===== src/rtl/imem_arbiter_if.sv =====
// Bundle of the fetch, loader and IMEM-side signals of the instruction-memory arbiter.
// The slave modport is the arbiter's view; master is the requester/memory view.
interface imem_arbiter_if #(
  parameter int IMSIZE = 1024,
  parameter int AW     = $clog2(IMSIZE)
);
  logic          f_req;
  logic [31:0]   f_addr;
  logic          f_flush;
  logic          f_gnt;
  logic          f_rvalid;
  logic [31:0]   f_rdata;
  logic          f_err;

  logic          l_req;
  logic          l_we;
  logic [31:0]   l_addr;
  logic [31:0]   l_wdata;
  logic          l_lock;
  logic          l_gnt;
  logic          l_rvalid;
  logic [31:0]   l_rdata;
  logic          l_err;

  logic          m_en;
  logic          m_we;
  logic [AW-1:0] m_addr;
  logic [31:0]   m_wdata;
  logic [31:0]   m_rdata;

  modport slave (
    input  f_req, f_addr, f_flush,
    input  l_req, l_we, l_addr, l_wdata, l_lock,
    input  m_rdata,
    output f_gnt, f_rvalid, f_rdata, f_err,
    output l_gnt, l_rvalid, l_rdata, l_err,
    output m_en, m_we, m_addr, m_wdata
  );

  modport master (
    output f_req, f_addr, f_flush,
    output l_req, l_we, l_addr, l_wdata, l_lock,
    output m_rdata,
    input  f_gnt, f_rvalid, f_rdata, f_err,
    input  l_gnt, l_rvalid, l_rdata, l_err,
    input  m_en, m_we, m_addr, m_wdata
  );
endinterface


===== src/rtl/imem_arbiter.sv =====
// Shares one synchronous-read IMEM port between the fetch unit and the loader:
// round-robin req/gnt, address checking, 1-cycle response routing and fetch flush.
module imem_arbiter #(
  parameter int IMSIZE = 1024
) (
  input  logic          clk,
  input  logic          rst,
  imem_arbiter_if.slave bus
);
  localparam int AW = $clog2(IMSIZE);

  logic        last_l_q, last_l_d;
  logic        f_pend_q, f_pend_d;
  logic        l_pend_q, l_pend_d;
  logic        err_q, err_d;
  logic        we_q, we_d;

  logic        f_gnt, l_gnt;
  logic        addr_err;
  logic [31:0] sel_addr;
  logic        f_rvalid, l_rvalid;

  // Ties go to whichever port was not granted last; lock shuts fetch out entirely.
  assign f_gnt = !rst && bus.f_req && !bus.l_lock && (!bus.l_req || last_l_q);
  assign l_gnt = !rst && bus.l_req && (bus.l_lock || !bus.f_req || !last_l_q);

  assign sel_addr = l_gnt ? bus.l_addr : bus.f_addr;
  assign addr_err = (sel_addr[1:0] != 2'b00) || (sel_addr[31:2] >= 30'(IMSIZE));

  assign bus.f_gnt   = f_gnt;
  assign bus.l_gnt   = l_gnt;
  assign bus.m_en    = (f_gnt || l_gnt) && !addr_err;
  assign bus.m_we    = l_gnt && bus.l_we && !addr_err;
  assign bus.m_addr  = sel_addr[AW+1:2];
  assign bus.m_wdata = bus.l_wdata;

  always_comb begin
    last_l_d = last_l_q;
    if (f_gnt || l_gnt) last_l_d = l_gnt;
    f_pend_d = f_gnt && !bus.f_flush;
    l_pend_d = l_gnt;
    err_d    = addr_err;
    we_d     = l_gnt && bus.l_we;
  end

  // grant -> response stage boundary
  always_ff @(posedge clk) begin
    if (rst) begin
      last_l_q <= 1'b1;
      f_pend_q <= 1'b0;
      l_pend_q <= 1'b0;
      err_q    <= 1'b0;
      we_q     <= 1'b0;
    end else begin
      last_l_q <= last_l_d;
      f_pend_q <= f_pend_d;
      l_pend_q <= l_pend_d;
      err_q    <= err_d;
      we_q     <= we_d;
    end
  end

  // A flush in the response cycle still kills the fetch response.
  assign f_rvalid     = f_pend_q && !bus.f_flush && !rst;
  assign l_rvalid     = l_pend_q && !rst;
  assign bus.f_rvalid = f_rvalid;
  assign bus.l_rvalid = l_rvalid;
  assign bus.f_err    = f_rvalid && err_q;
  assign bus.l_err    = l_rvalid && err_q;
  assign bus.f_rdata  = (f_rvalid && !err_q) ? bus.m_rdata : 32'h0;
  assign bus.l_rdata  = (l_rvalid && !err_q && !we_q) ? bus.m_rdata : 32'h0;
endmodule


===== src/flat_wrapper.sv =====
// flat-port wrapper written by rule: the top's interface ports become plain ports
module imem_arbiter_flat 
#(
  parameter int IMSIZE = 1024
)
  (clk, rst, bus_f_req, bus_f_addr, bus_f_flush, bus_l_req, bus_l_we, bus_l_addr, bus_l_wdata, bus_l_lock, bus_m_rdata, bus_f_gnt, bus_f_rvalid, bus_f_rdata, bus_f_err, bus_l_gnt, bus_l_rvalid, bus_l_rdata, bus_l_err, bus_m_en, bus_m_we, bus_m_addr, bus_m_wdata);
  imem_arbiter_if #(.IMSIZE(IMSIZE)) bus_i ();
  input  logic clk;
  input  logic rst;
  input wire logic [$bits(bus_i.f_req)-1:0] bus_f_req;
  input wire logic [$bits(bus_i.f_addr)-1:0] bus_f_addr;
  input wire logic [$bits(bus_i.f_flush)-1:0] bus_f_flush;
  input wire logic [$bits(bus_i.l_req)-1:0] bus_l_req;
  input wire logic [$bits(bus_i.l_we)-1:0] bus_l_we;
  input wire logic [$bits(bus_i.l_addr)-1:0] bus_l_addr;
  input wire logic [$bits(bus_i.l_wdata)-1:0] bus_l_wdata;
  input wire logic [$bits(bus_i.l_lock)-1:0] bus_l_lock;
  input wire logic [$bits(bus_i.m_rdata)-1:0] bus_m_rdata;
  output wire logic [$bits(bus_i.f_gnt)-1:0] bus_f_gnt;
  output wire logic [$bits(bus_i.f_rvalid)-1:0] bus_f_rvalid;
  output wire logic [$bits(bus_i.f_rdata)-1:0] bus_f_rdata;
  output wire logic [$bits(bus_i.f_err)-1:0] bus_f_err;
  output wire logic [$bits(bus_i.l_gnt)-1:0] bus_l_gnt;
  output wire logic [$bits(bus_i.l_rvalid)-1:0] bus_l_rvalid;
  output wire logic [$bits(bus_i.l_rdata)-1:0] bus_l_rdata;
  output wire logic [$bits(bus_i.l_err)-1:0] bus_l_err;
  output wire logic [$bits(bus_i.m_en)-1:0] bus_m_en;
  output wire logic [$bits(bus_i.m_we)-1:0] bus_m_we;
  output wire logic [$bits(bus_i.m_addr)-1:0] bus_m_addr;
  output wire logic [$bits(bus_i.m_wdata)-1:0] bus_m_wdata;
  assign bus_i.f_req = bus_f_req;
  assign bus_i.f_addr = bus_f_addr;
  assign bus_i.f_flush = bus_f_flush;
  assign bus_i.l_req = bus_l_req;
  assign bus_i.l_we = bus_l_we;
  assign bus_i.l_addr = bus_l_addr;
  assign bus_i.l_wdata = bus_l_wdata;
  assign bus_i.l_lock = bus_l_lock;
  assign bus_i.m_rdata = bus_m_rdata;
  assign bus_f_gnt = bus_i.f_gnt;
  assign bus_f_rvalid = bus_i.f_rvalid;
  assign bus_f_rdata = bus_i.f_rdata;
  assign bus_f_err = bus_i.f_err;
  assign bus_l_gnt = bus_i.l_gnt;
  assign bus_l_rvalid = bus_i.l_rvalid;
  assign bus_l_rdata = bus_i.l_rdata;
  assign bus_l_err = bus_i.l_err;
  assign bus_m_en = bus_i.m_en;
  assign bus_m_we = bus_i.m_we;
  assign bus_m_addr = bus_i.m_addr;
  assign bus_m_wdata = bus_i.m_wdata;
  imem_arbiter #(.IMSIZE(IMSIZE)) u_core (.clk(clk), .rst(rst), .bus(bus_i));
endmodule

===== config.mk =====
export PLATFORM = sky130hd
export DESIGN_NAME = imem_arbiter_flat
export DESIGN_NICKNAME = d
export VERILOG_FILES = /design/src/rtl/imem_arbiter_if.sv /design/src/rtl/imem_arbiter.sv /design/src/flat_wrapper.sv
export SDC_FILE = /design/constraint.sdc
export NUM_CORES = 1
export LEC_CHECK = 0
export BUFFER_PORTS_ARGS = -buffer_cell sky130_fd_sc_hd__buf_2
export CORE_AREA = 2 2 98 100
export DETAILED_ROUTE_END_ITERATION = 16
export DIE_AREA = 0 0 100 102
export PLACE_DENSITY = 0.52
export SLEW_MARGIN = 20
export SYNTH_ARGS = -nofsm -noshare
export SYNTH_HDL_FRONTEND = slang
export SYNTH_SLANG_ARGS = --single-unit

===== constraint.sdc =====
create_clock -name clk -period 1.2 [get_ports clk]
set_input_delay 0.06 -clock clk [delete_from_list [all_inputs] [get_ports clk]]
set_output_delay 0.06 -clock clk [all_outputs]
set_load 0.1 [all_outputs]

==> results.toml, run 1 <==
[route]
dr.pass1.iters = 4
drc = 0
final_antenna_net_count = 0
wire_per_inst_um = 13.0
vias = 1874
drtIter0Drc = 10
drt_wl_total_um = 6080
vias_per_cell = 4.00

[pwr]
pwr-share-clk = 0.180
p_sw_mw = 0.765
sw_frac_of_total = 0.456
power.internal_mw = 0.911
power_density_nw_per_um2 = 400
total_leakage_power_nw = 1.90
ir_drop_uv = 403
pwr-share-comb = 0.712
seqPwrFrac = 0.108

[final_layout]
regArea_um2 = 103
final_common_cell = "buf_2"
layout_common_cells = "buf_2 (102), buf_12 (87), and2_4 (68)"
drive_above_1_share = 0.922
fin_area_um2 = 4190
n_antenna_cell = 0
multi_input_area_um2 = 1290
fin_nets = 494
area_growth_pct = 266
nFillCells = 850

[flow_run]
max_cap_viol_count = 0

[logic_synthesis]
synth_area_leader_cell = "and2_1"
synthTopCellsByArea = "and2_1 (37%), buf_4 (21%), nand2_1 (11%)"
synth_top_area_frac = 0.367
synth_cells = 176
syn_area_um2 = 1140
synth.avg_cell_area_um2 = 6.50
yosys_warnings = 0
synth_seq_cells = 5
seq_area_frac_synth = 0.0875
synth.net_count = 311
ys_types = 23

[clocking]
cts_inserted_buffers = 3
cts_tree = "done"
clk_pin_slew_ps = 30
clk_latency_ps = 220
clkSinkCount = 5
hold_buffers = 0
ctsLongestPathBuffers = 2
clockRootBuffer = "clkbuf_8"
htree_levels = 1

[grt]
grt_pass1_wl_um = 8810
antenna_found_initial = 0
grt_overflow_total = 0
grt_pass1_vias = 1823
grt_usage = 0.106
grt_max_degree = 27

[status]
violations = "negative setup slack"
status = "finished, violations left"

[sta]
fin_ws_ps = -564
period_needed_ps = 1760
setup_viol = 83
min_period_over_period = 1.47
fin_skew_ps = 0.109
max-slew-margin-rel = 0.802
fmax_mhz = 567
worst_pin_slew_ps = 295
hold_viol_final = 0
slew_violations = 0
rsz0062_at_grt = "true"

[min_path]
worstHoldStart = "bus_f_flush"
min_path_type = "in2reg"
hold_path_depth = 2
worstHoldEndpoint = "u_core.f_pend_q"

[setup_path]
reg2reg_depth = 4
r2r_end = "u_core.err_q"
required_ps = 1140
cp-end-kind = "output port"
timing.rr.start = "u_core.last_l_q"
critPathKind = "reg2out"
arrival_ps = 1700
cp_max_fo = 5
rrSetupSlack_ps = -120
start_kind = "flip-flop"

[place]
gp_congestion = 0.700
dpl_cell_area_um2 = 3820
hpwl_um = 4870
portBuffers = 184
pre_cts_ws_ps = -399

[floorplan]
die_w_um = 100
core-area_um2 = 9110
row_count = 35
die_h_um = 102
initial_core_util = 0.126
io_pins = 249
die-area_um2 = 10200
-- cells by family (layout without fill, tap and decap cells) --
group | Yosys count | after routing | synth area share
simple gates | 127 | 127 | 0.648
buf+inv | 42 | 224 | 0.251
flops | 5 | 5 | 0.0875
compound gates | 2 | 2 | 0.0142
-- flip-flops by register name, indices dropped and copies added, names as in the netlist --
| name | flops |
|---|---|
| u_core.err_q | 1 |
| u_core.f_pend_q | 1 |
| u_core.l_pend_q | 1 |
| u_core.last_l_q | 1 |
| u_core.we_q | 1 |
-- how the worst max path moves through the flow --
stage | from | to | slack, ps
2_1_floorplan | u_core.f_pend_q | bus_f_rdata[11] | -850
3_3_place_gp | u_core.last_l_q | bus_m_addr[3] | -360
3_5_place_dp | u_core.last_l_q | bus_m_addr[4] | -400
4_1_cts | u_core.last_l_q | bus_m_addr[4] | -590
5_1_grt | u_core.last_l_q | bus_m_we | -620
6_report | u_core.last_l_q | bus_m_we | -560
-- synth_stat cells --
cell type	count
and2_1	67
and2_4	1
and2b_1	1
and3b_1	1
buf_2	1
buf_4	32
buf_6	1
clkbuf_1	6
dfxtp_1	5
inv_1	1
inv_2	1
nand2_1	32
nand4_1	2
nor2_1	3
nor2b_1	3
nor3_1	2
nor3_4	1
nor3b_2	2
nor4_1	10
nor4b_1	1
o21bai_1	1
o22a_1	1
or3b_4	1
-- layer usage --
layer / GRT usage / wire, µm
met4: 0.0190 / 9
met1: 0.122 / 2220
met2: 0.197 / 3190
met5: 0 / 0
met3: 0.0301 / 665
-- worst max-delay path: stages (launching register included) --
cell     delay [ps]
dfxtp_2         310
and3b_1         160
or3b_4          460
nor3_4          200
and2_4          190
buf_12          160
-- what timing repair did --
action	CTS	global route
endpoints found under the setup margin	81	83
gates resized for setup	26	11
setup buffers	8	5
cloned	4	4
pin swaps	4	12
-- area by class of cell --
type / instances / area share
Timing Repair Buffer: 217 / 0.619
Multi-Input combinational cell: 129 / 0.307
Tap cell: 111 / 0.0332
Sequential cell: 5 / 0.0245
Clock buffer: 4 / 0.0108
Inverter: 2 / 0.00358
Timing Repair inverter: 1 / 0.00149
-- through the flow --
| stage | hold WS (ps) | TNS [ps] | power [mW] | instances | util |
|---|---|---|---|---|---|
| 6_report | 61.5 | -29390 | 1.68 | 469 | 0.460 |
| 4_1_cts | 56.9 | -30190 | 1.68 | 463 | 0.449 |
| 5_1_grt | 71.8 | -35570 | 1.75 | 469 | 0.460 |
| 2_1_floorplan | 132 | -51940 | 1.32 | 176 | - |
| 3_3_place_gp | 121 | -9340 | 1.30 | 447 | 0.419 |
| 3_5_place_dp | 121 | -10380 | 1.31 | 447 | 0.419 |
-- power groups by stage --
stage / logic, mW / clock network [mW] / registers [mW]
after detailed placement: 1.13 / 0 / 0.183
after floorplan: 1.14 / 0 / 0.183
after global routing: 1.25 / 0.322 / 0.182
after CTS: 1.19 / 0.309 / 0.181
final: 1.19 / 0.302 / 0.181
after global placement: 1.12 / 0 / 0.183
Note: power is estimated with default switching activity, not from simulation.
==> inputs of run 2 (changes only) <==
--- a/config.mk
+++ b/config.mk
@@ -6,10 +6,13 @@
 export NUM_CORES = 1
 export LEC_CHECK = 0
 export BUFFER_PORTS_ARGS = -buffer_cell sky130_fd_sc_hd__buf_2
-export CORE_AREA = 2 2 98 100
+export CELL_PAD_IN_SITES_DETAIL_PLACEMENT = 2
+export CELL_PAD_IN_SITES_GLOBAL_PLACEMENT = 2
+export CORE_ASPECT_RATIO = 1.75
+export CORE_MARGIN = 2
+export CORE_UTILIZATION = 10
 export DETAILED_ROUTE_END_ITERATION = 16
-export DIE_AREA = 0 0 100 102
-export PLACE_DENSITY = 0.52
+export PLACE_DENSITY = 0.95
 export SLEW_MARGIN = 20
 export SYNTH_ARGS = -nofsm -noshare
 export SYNTH_HDL_FRONTEND = slang
==> constraint.sdc (replaced) <==
create_clock -name clk -period 2.3 [get_ports clk]
set_input_delay 0.115 -clock clk [delete_from_list [all_inputs] [get_ports clk]]
set_output_delay 0.115 -clock clk [all_outputs]
set_load 0.1 [all_outputs]
==> run 2 against run 1 <==
- the run now ends clean
- combinational power down 65%
- highest routed layer is now met5
- first-iteration DRC count unchanged
- non-clock buffer count shrank 31
- critical path depth up 1
- register-to-register slack better by 850 ps
- critical endpoint is now bus_m_en
- sequential share of layout area is 1.4 points higher
- hold slack improved by 49 ps
==> results.toml, run 2 (same netlist as run 1, synthesis figures left out) <==
[status]
status = "finished clean"

[setup_path]
critical_path_buf_inv_count = 2
critPathKind = "reg2out"
crit_family = "simple AND/OR/NAND/NOR gates"
cp-end-kind = "output port"
required_ps = 2180
slowest_stage = "buf_2"
cpPeakStageDelay_ps = 420
cp_max_fo = 14
worstPathCellList = "and3b_1 > or3b_4 > inv_2 > nor3_1 > o22a_1 > buf_2"
start_kind = "flip-flop"
arrival_ps = 2060

[place]
pre_cts_ws_ps = 357
gp_congestion = 0.826
hpwl_um = 7050
portBuffers = 184
placed_cells = 454

[clocking]
clk_pin_slew_ps = 30
cts_tree = "done"
ctsLongestPathBuffers = 2
ctsResizeCount = 0
htree_levels = 1
hold_buffers = 0
postCtsSetupRepairBufs = 0
clkSinkCount = 5
cts_inserted_buffers = 3
clockRootBuffer = "clkbuf_16"
clk_latency_ps = 220

[route]
vias_per_cell = 3.88
drtIter0Drc = 10
wire_per_inst_um = 16.1
drt_wl_total_um = 7420
final_antenna_net_count = 0
vias = 1786
dr.pass1.iters = 4
drc = 0

[sta]
slew_violations = 0
fin_tns_setup_ps = 0
fmax_mhz = 460
period_needed_ps = 2170
min_period_over_period = 0.944
fin_ws_ps = 128
hold_viol_final = 0
worst_pin_slew_ps = 537
fin_skew_ps = 1.72
setup_viol = 0
max-slew-margin-rel = 0.645
rsz0062_at_grt = "false"

[final_layout]
final_common_cell = "buf_2"
drive_above_1_share = 0.702
layout_common_cells = "buf_2 (151), and2_1 (35), buf_12 (33)"
fin_nets = 462
area_growth_pct = 129
instances_no_fill = 460

[flow_run]
max_cap_viol_count = 0

[pwr]
power_density_nw_per_um2 = 304
p_total_mw = 0.796
ir_drop_uv = 271
total_leakage_power_nw = 1.44

[floorplan]
die_w_um = 84.8
initial_core_util = 0.102
io_pins = 249
core-area_um2 = 11200
die-area_um2 = 12300
die_h_um = 145
row_count = 51

[grt]
grt_pass1_wl_um = 10800
grt_overflow_total = 0
antenna_found_initial = 4
grt_pass1_vias = 1949
grt_usage = 0.112
grt_max_degree = 33

[min_path]
min_path_type = "in2reg"
[run 2: cell count changes in the layout (fill, tap and decap cells not counted), sizes merged]
cell	delta
inv	-1
clkbuf	-2
diode	+2
buf	-29
[run 2: path summary, 6_finish.rpt]
check                  startpoint               to  slack (ps)  depth (start not counted)
setup / recovery  u_core.last_l_q         bus_m_en         130                          6
setup reg to reg  u_core.last_l_q     u_core.err_q         730                          5
hold reg to reg   u_core.last_l_q  u_core.last_l_q         540                          2
hold / removal        bus_f_flush  u_core.f_pend_q         110                          2
[run 2: power by group]
group          leakage (nW)  internal [mW]  switching (mW)
registers            0.0413         0.0914         0.00266
logic                  1.36          0.129           0.288
clock network        0.0382          0.230          0.0547
total                  1.44          0.450           0.346
[run 2: metrics by stage]
stage,util,hold WS [ps],area (µm²)
4_1_cts,0.234,116,2610
2_1_floorplan,-,187,1210
5_1_grt,0.234,129,2610
6_report,0.234,111,2610
3_3_place_gp,0.227,231,2530
3_5_place_dp,0.227,231,2530
[run 2: area by class of cell]
| class | count | area [µm²] |
|---|---|---|
| diodes | 2 | 5.00 |
| clock buffers | 4 | 78.8 |
| fillers | 1293 | 8550 |
| inverters | 2 | 7.51 |
| multi-input cells | 129 | 826 |
| flip-flops and latches | 5 | 100 |
| well taps | 132 | 165 |
| repair buffers | 186 | 1430 |
[run 2: worst register-to-register path, delay by kind of cell, from the launching register on]
family	cells	cell delay (ps)
buffers and inverters	1	240
AND/OR/NAND/NOR	4	940
flip-flops	1	310
[run 2: layer usage]
metal / GRT usage / vias to the layer above / part of all wire
li1: - / 826 / -
met1: 0.0934 / 772 / 0.30
met2: 0.219 / 172 / 0.51
met3: 0.0624 / 14 / 0.17
met4: 0.0278 / 2 / 0.022
met5: 0 / - / 0.0018
